==> src/rtl/mult_if.sv <==
// Multiply handshake and HI/LO access between the Execute stage / hazard unit and mult_unit.
interface mult_if #(
    parameter int WIDTH = 32
);
    logic             multstartE;
    logic             signedE;
    logic [WIDTH-1:0] srcaE;
    logic [WIDTH-1:0] srcbE;
    logic             hi_we;
    logic             lo_we;
    logic [WIDTH-1:0] wdata;
    logic             pve;
    logic             busy;
    logic [WIDTH-1:0] hi;
    logic [WIDTH-1:0] lo;

    modport master (
        output multstartE, signedE, srcaE, srcbE, hi_we, lo_we, wdata,
        input  pve, busy, hi, lo
    );

    modport slave (
        input  multstartE, signedE, srcaE, srcbE, hi_we, lo_we, wdata,
        output pve, busy, hi, lo
    );
endinterface

==> src/rtl/mult_unit.sv <==
// Iterative shift-add multiplier owning HI/LO for MULT/MULTU/MFHI/MFLO/MTHI/MTLO.
// Works on operand magnitudes; sign is reapplied to the full product at completion.
module mult_unit #(
    parameter int WIDTH          = 32,
    parameter int BITS_PER_CYCLE = 1
) (
    input logic   clk,
    input logic   reset_n,
    mult_if.slave bus
);
    localparam int ITER  = WIDTH / BITS_PER_CYCLE;
    localparam int CNT_W = (ITER > 1) ? $clog2(ITER) : 1;

    typedef enum logic [1:0] {
        IDLE,
        RUN,
        DONE
    } state_t;

    state_t             state;
    state_t             stateNext;
    logic [2*WIDTH-1:0] acc;
    logic [2*WIDTH-1:0] mcand;
    logic [2*WIDTH-1:0] partial;
    logic [2*WIDTH-1:0] sum;
    logic [WIDTH-1:0]   mplier;
    logic [WIDTH-1:0]   hiReg;
    logic [WIDTH-1:0]   loReg;
    logic [CNT_W-1:0]   count;
    logic               neg;
    logic               accept;
    logic               lastStep;

    // Unsigned result, so the most negative input maps to 2^(WIDTH-1) without overflow.
    function automatic logic [WIDTH-1:0] magnitude(input logic [WIDTH-1:0] v, input logic isSigned);
        return (isSigned && v[WIDTH-1]) ? (~v + WIDTH'(1)) : v;
    endfunction

    function automatic logic [2*WIDTH-1:0] negateIf(input logic [2*WIDTH-1:0] p, input logic n);
        return n ? (~p + (2*WIDTH)'(1)) : p;
    endfunction

    always_comb begin
        accept   = (state != RUN) && bus.multstartE;
        lastStep = (state == RUN) && (count == CNT_W'(ITER - 1));
    end

    always_comb begin
        partial = '0;
        for (int i = 0; i < BITS_PER_CYCLE; i++) begin
            if (mplier[i]) partial = partial + (mcand << i);
        end
        sum = acc + partial;
    end

    always_ff @(posedge clk or negedge reset_n) begin
        if (!reset_n) state <= IDLE;
        else          state <= stateNext;
    end

    always_comb begin
        stateNext = state;
        case (state)
            IDLE, DONE: if (bus.multstartE) stateNext = RUN;
            RUN:        if (lastStep)       stateNext = DONE;
            default:    stateNext = IDLE;
        endcase
    end

    always_ff @(posedge clk or negedge reset_n) begin
        if (!reset_n) begin
            acc    <= '0;
            mcand  <= '0;
            mplier <= '0;
            neg    <= 1'b0;
            count  <= '0;
            hiReg  <= '0;
            loReg  <= '0;
        end else if (accept) begin
            // A start on the same edge as an MT write wins; the write is dropped.
            mcand  <= {{WIDTH{1'b0}}, magnitude(bus.srcaE, bus.signedE)};
            mplier <= magnitude(bus.srcbE, bus.signedE);
            neg    <= bus.signedE & (bus.srcaE[WIDTH-1] ^ bus.srcbE[WIDTH-1]);
            acc    <= '0;
            count  <= '0;
        end else if (state == RUN) begin
            acc    <= sum;
            mcand  <= mcand << BITS_PER_CYCLE;
            mplier <= mplier >> BITS_PER_CYCLE;
            count  <= count + CNT_W'(1);
            if (lastStep) {hiReg, loReg} <= negateIf(sum, neg);
        end else begin
            if (bus.hi_we) hiReg <= bus.wdata;
            if (bus.lo_we) loReg <= bus.wdata;
        end
    end

    assign bus.pve  = (state == DONE);
    assign bus.busy = (state == RUN);
    assign bus.hi   = hiReg;
    assign bus.lo   = loReg;
endmodule

==> src/flat_wrapper.sv <==
// flat-port wrapper written by rule: the top's interface ports become plain ports
module mult_unit_flat 
#(
    parameter int WIDTH          = 32,
    parameter int BITS_PER_CYCLE = 1
)
  (clk, reset_n, bus_multstartE, bus_signedE, bus_srcaE, bus_srcbE, bus_hi_we, bus_lo_we, bus_wdata, bus_pve, bus_busy, bus_hi, bus_lo);
  mult_if #(.WIDTH(WIDTH)) bus_i ();
  input logic clk;
  input logic reset_n;
  input wire logic [$bits(bus_i.multstartE)-1:0] bus_multstartE;
  input wire logic [$bits(bus_i.signedE)-1:0] bus_signedE;
  input wire logic [$bits(bus_i.srcaE)-1:0] bus_srcaE;
  input wire logic [$bits(bus_i.srcbE)-1:0] bus_srcbE;
  input wire logic [$bits(bus_i.hi_we)-1:0] bus_hi_we;
  input wire logic [$bits(bus_i.lo_we)-1:0] bus_lo_we;
  input wire logic [$bits(bus_i.wdata)-1:0] bus_wdata;
  output wire logic [$bits(bus_i.pve)-1:0] bus_pve;
  output wire logic [$bits(bus_i.busy)-1:0] bus_busy;
  output wire logic [$bits(bus_i.hi)-1:0] bus_hi;
  output wire logic [$bits(bus_i.lo)-1:0] bus_lo;
  assign bus_i.multstartE = bus_multstartE;
  assign bus_i.signedE = bus_signedE;
  assign bus_i.srcaE = bus_srcaE;
  assign bus_i.srcbE = bus_srcbE;
  assign bus_i.hi_we = bus_hi_we;
  assign bus_i.lo_we = bus_lo_we;
  assign bus_i.wdata = bus_wdata;
  assign bus_pve = bus_i.pve;
  assign bus_busy = bus_i.busy;
  assign bus_hi = bus_i.hi;
  assign bus_lo = bus_i.lo;
  mult_unit #(.WIDTH(WIDTH), .BITS_PER_CYCLE(BITS_PER_CYCLE)) u_core (.clk(clk), .reset_n(reset_n), .bus(bus_i));
endmodule
==> config.mk <==
export PLATFORM = sky130hd
export DESIGN_NAME = mult_unit_flat
export DESIGN_NICKNAME = d
export VERILOG_FILES = /design/src/rtl/mult_if.sv /design/src/rtl/mult_unit.sv /design/src/flat_wrapper.sv
export SDC_FILE = /design/constraint.sdc
export NUM_CORES = 1
export LEC_CHECK = 0
export CORE_MARGIN = 5
export CORE_UTILIZATION = 59
export CTS_CLUSTER_DIAMETER = 120
export DETAILED_ROUTE_END_ITERATION = 8
export GPL_TIMING_DRIVEN = 0
export PLACE_DENSITY_LB_ADDON = 0.15
export SYNTH_ARGS = -nofsm -noshare
export SYNTH_HDL_FRONTEND = slang
export SYNTH_SLANG_ARGS = --single-unit
==> constraint.sdc <==
create_clock -name clk -period 5.9 [get_ports clk]
set_input_delay 1.18 -clock clk [delete_from_list [all_inputs] [get_ports clk]]
set_output_delay 1.18 -clock clk [all_outputs]
set_load 0.01 [all_outputs]
==> results.tsv, run 1 <==
stage	metric	value	unit
place	place.port_buffers	166	
timing	post-route-min-period	5.80	ns
clock_tree	tritoncts_num_sinks	232	
floorplan	num_io_pins	168	
place	gp_congestion	1.04	
critical_path	destination_of_the_worst_register_to_register_timing_path	u_core.bus.hi[7]	
timing	tightest_slew	1.24	ns
pwr	max-vdd-ir-drop	0.301	mV
floorplan	core.rowCount	63	
min_path	hold_start	u_core.bus.lo[3]	
synthesis	asyncSetResetFlopFracSynth	100	%
status	failing_checks	DRC	
timing	tns	0	ns
pwr	power_density	484	mW/mm²
global_route	grt_max_degree	99	
timing	fin_hold_ws	0.478	ns
route	vias_per_cell	6.65	
synthesis	syn_area_per_cell	7.63	µm²
cells_and_area	layoutNonFillerInstCount	2941	
clock_tree	clkLatencyLatePin	0.55	ns
timing	final_max_slew_viol_count	0	
synthesis	synthesis.nets	2498	
route	firstDrtPassIters	9	
floorplan	die-height	183	µm
clock_tree	clockRootBuffer	sky130_fd_sc_hd__clkbuf_16	
timing	hold_viol	0	
critical_path	regToRegStartpoint	u_core.mplier[0]	
pwr	leakagePower	8.64	nW
critical_path	worstSetupStartpointType	flip-flop	
floorplan	core_area	0.0296	mm²
critical_path	cell_chain_critical_path	nand2b_1, inv_1, clkbuf_2, clkbuf_1, clkbuf_1, clkbuf_2, clkdlybuf4s50_1	
floorplan	start_util	59.9	%
synthesis	synth_cells	2327	
global_route	overflow	0	
cells_and_area	nFillCells	2412	
critical_path	ff2ff_setup_slack	0.16	ns
critical_path	arrival	4.62	ns
timing	setup_viol_count_final	0	
status	run_status	finished with violations	
synthesis	yosysWarnings	0	
cells_and_area	area.growth.synth_to_final	17.9	%
route	route.antenna.remaining_nets	0	
min_path	hold_depth	1	
timing	fmaxAchievable	172	MHz
global_route	wire_length_of_the_first_global_routing_pass	103	mm
floorplan	fp.dieArea	0.0337	mm²
timing	slew_headroom	17.3	%
job	reported_max_cap_violation_count	0	
clock_tree	cts_inserted_buffers	27	
min_path	min_path_type	flip-flop to flip-flop	
route	wl_per_cell	23.0	µm
global_route	grt_pass1_vias	18600	
critical_path	slowest_delay	0.73	ns
cells_and_area	final_util	70.6	%
critical_path	crit_path_max_fo	11	
synthesis	dominantRegCellSynth	sky130_fd_sc_hd__dfrtp_1	
critical_path	critical_path.top_delay_family	buffers and inverters	
place	placed_cells	2885	
synthesis	synth_enable_flop_cells	0	
floorplan	chipWidth	183	µm
clock_tree	cts_tree	built	
global_route	grt_antenna_before_repair	1	
clock_tree	cts_hold_buf	0	
critical_path	number_of_cells_on_the_worst_reg_to_reg_path	16	
place	hpwlAfterDp	52.2	mm
cells_and_area	drive_above_1_share	4.78	%
global_route	grt_usage	38.7	%
route	drc	1	
clock_tree	clock_transition_time_at_the_flip_flop_clock_pins_of_the_worst_setup_and_hold_paths	0.07	ns
timing	clock_skew	0.0139	ns
critical_path	critPathCaptureType	output pin	
route	wl	67.6	mm
timing	period_share	98.4	%
clock_tree	cts.path.max_buffers	3	
route	vias	19500	
route	drt_first_iter_violations	2702	
synthesis	synth.lib_cells_used.distinct	87	
synthesis	ys_seq_area_share	32.7	%
critical_path	critical-path-slowest-cell	sky130_fd_sc_hd__clkbuf_1	
critical_path	timing_worst_setup_path_type	flip-flop to output pin	
synthesis	synth.ff_latch_count	232	
synthesis	mappedNetlistArea	0.0178	mm²
cells_and_area	layout.cells.most_common_list	sky130_fd_sc_hd__nand2_1 (393), sky130_fd_sc_hd__o21ai_0 (311), sky130_fd_sc_hd__dfrtp_1 (231)	
min_path	worstHoldEndpoint	u_core.bus.lo[3]	
critical_path	path_buf_inv	6	
cells_and_area	final_common_cell	sky130_fd_sc_hd__nand2_1	
cells_and_area	design.final.nets	2701	
clock_tree	htree_num_levels	1	
critical_path	worst_ep_required_time	4.72	ns
stage by stage:
step / area [µm²] / worst slack [ns] / power (mW)
floorplan: 17800 / 1.10 / 6.04
global placement: 19900 / -6.07 / 8.05
detailed placement: 20000 / -0.885 / 8.23
CTS: 20800 / 0.0169 / 9.88
global route: 20900 / -0.0567 / 10.7
finish: 20900 / 0.0965 / 10.1
how the worst max path moves through the flow:
stage	depth (start not counted)	slack [ns]	start	endpoint
global placement	1	-6.07	reset_n	u_core.mplier[16]
detailed placement	18	-0.89	u_core.mplier[0]	u_core.bus.hi[20]
global route	16	-0.06	u_core.mplier[0]	u_core.bus.hi[5]
floorplan	19	1.10	u_core.mplier[0]	u_core.bus.hi[20]
finish	7	0.1	u_core.state[1]	bus_busy
CTS	17	0.02	u_core.mplier[0]	u_core.bus.hi[20]
Yosys cell counts, drive strengths merged (11+ instances only):
cell type  instances  share of area [%]
dfrtp            232                 33
o21a              18               0.76
xor2              70                3.5
and3              13               0.46
nor2             182                3.9
nand2b            13               0.46
inv               25               0.53
mux2i             26                1.5
or3               36                1.3
o211ai            18               0.76
nand4             43                1.5
clkbuf           129                2.7
a21o              24                1.0
nor3              40                1.3
xnor2             61                3.0
o31ai             41                1.8
o41ai             11               0.58
or4               18               0.76
o21ai            328                9.3
a31oi             18               0.63
nand2            393                8.3
nand3             82                2.3
nor4              20               0.70
ha                68                4.8
a211oi            15               0.66
a21oi            158                4.5
and2              76                2.7
or2               12               0.42
buf               23               0.60
power by group:
part           internal [mW]  leakage [nW]  total [mW]  switching, mW
combinational           1.96          5.27        5.75           3.79
sequential              2.24          2.97        2.75          0.507
clock                  0.901         0.401        1.64          0.736
what timing repair did:
item                                    in CTS  in global routing
endpoints found under the setup margin      40                 33
pin swaps                                    0                  1
gates resized for setup                      7                 10
hold endpoints to repair                     0                  0
setup buffers                                0                  8
logic make-up (layout without fill, tap and decap cells):
logic type	Yosys count	after routing	synth area share (%)
XOR/XNOR	131	131	6.46
buffers and inverters	177	400	3.85
AO/OA/AOI/OAI	728	728	24.8
adder cells (fa/ha/maj)	69	69	4.90
multiplexers	32	32	1.87
other	0	1	0
AND/OR/NAND/NOR	958	958	25.4
flip-flops	232	232	32.7
per-layer routing:
layer,vias to the layer above,global-route usage [%],part of all wire (%)
li1,8799,-,-
met3,293,7.10,11
met4,0,20.4,6.4
met5,-,0,0
met2,1280,61.9,44
met1,9173,50.3,39
cell type report:
class,instances,area (µm²),share of cell area (%)
antenna,1,2.50,0.0120
buffer,150,587,2.80
clock buffer,32,704,3.37
clock inverter,17,135,0.646
inverter,25,93.8,0.448
multi-input combinational,1918,11300,54.1
sequential,232,5810,27.8
tap,390,488,2.33
timing repair buffer,176,1780,8.51
flip-flops by register name (all words and copies together), names as in the netlist:
signal and flops:
u_core.count 5, u_core.bus.hi 32, u_core.state 2, u_core.neg 1, u_core.acc 64, u_core.mplier 32
u_core.bus.lo 32, u_core.mcand 64
Power figures use the tool's default switching activity.
==> run 2: changes to the inputs <==
- ABC_AREA: default -> 0
==> results of run 2 <==
No change in the layout: final DEF, timing and power equal those of run 1.
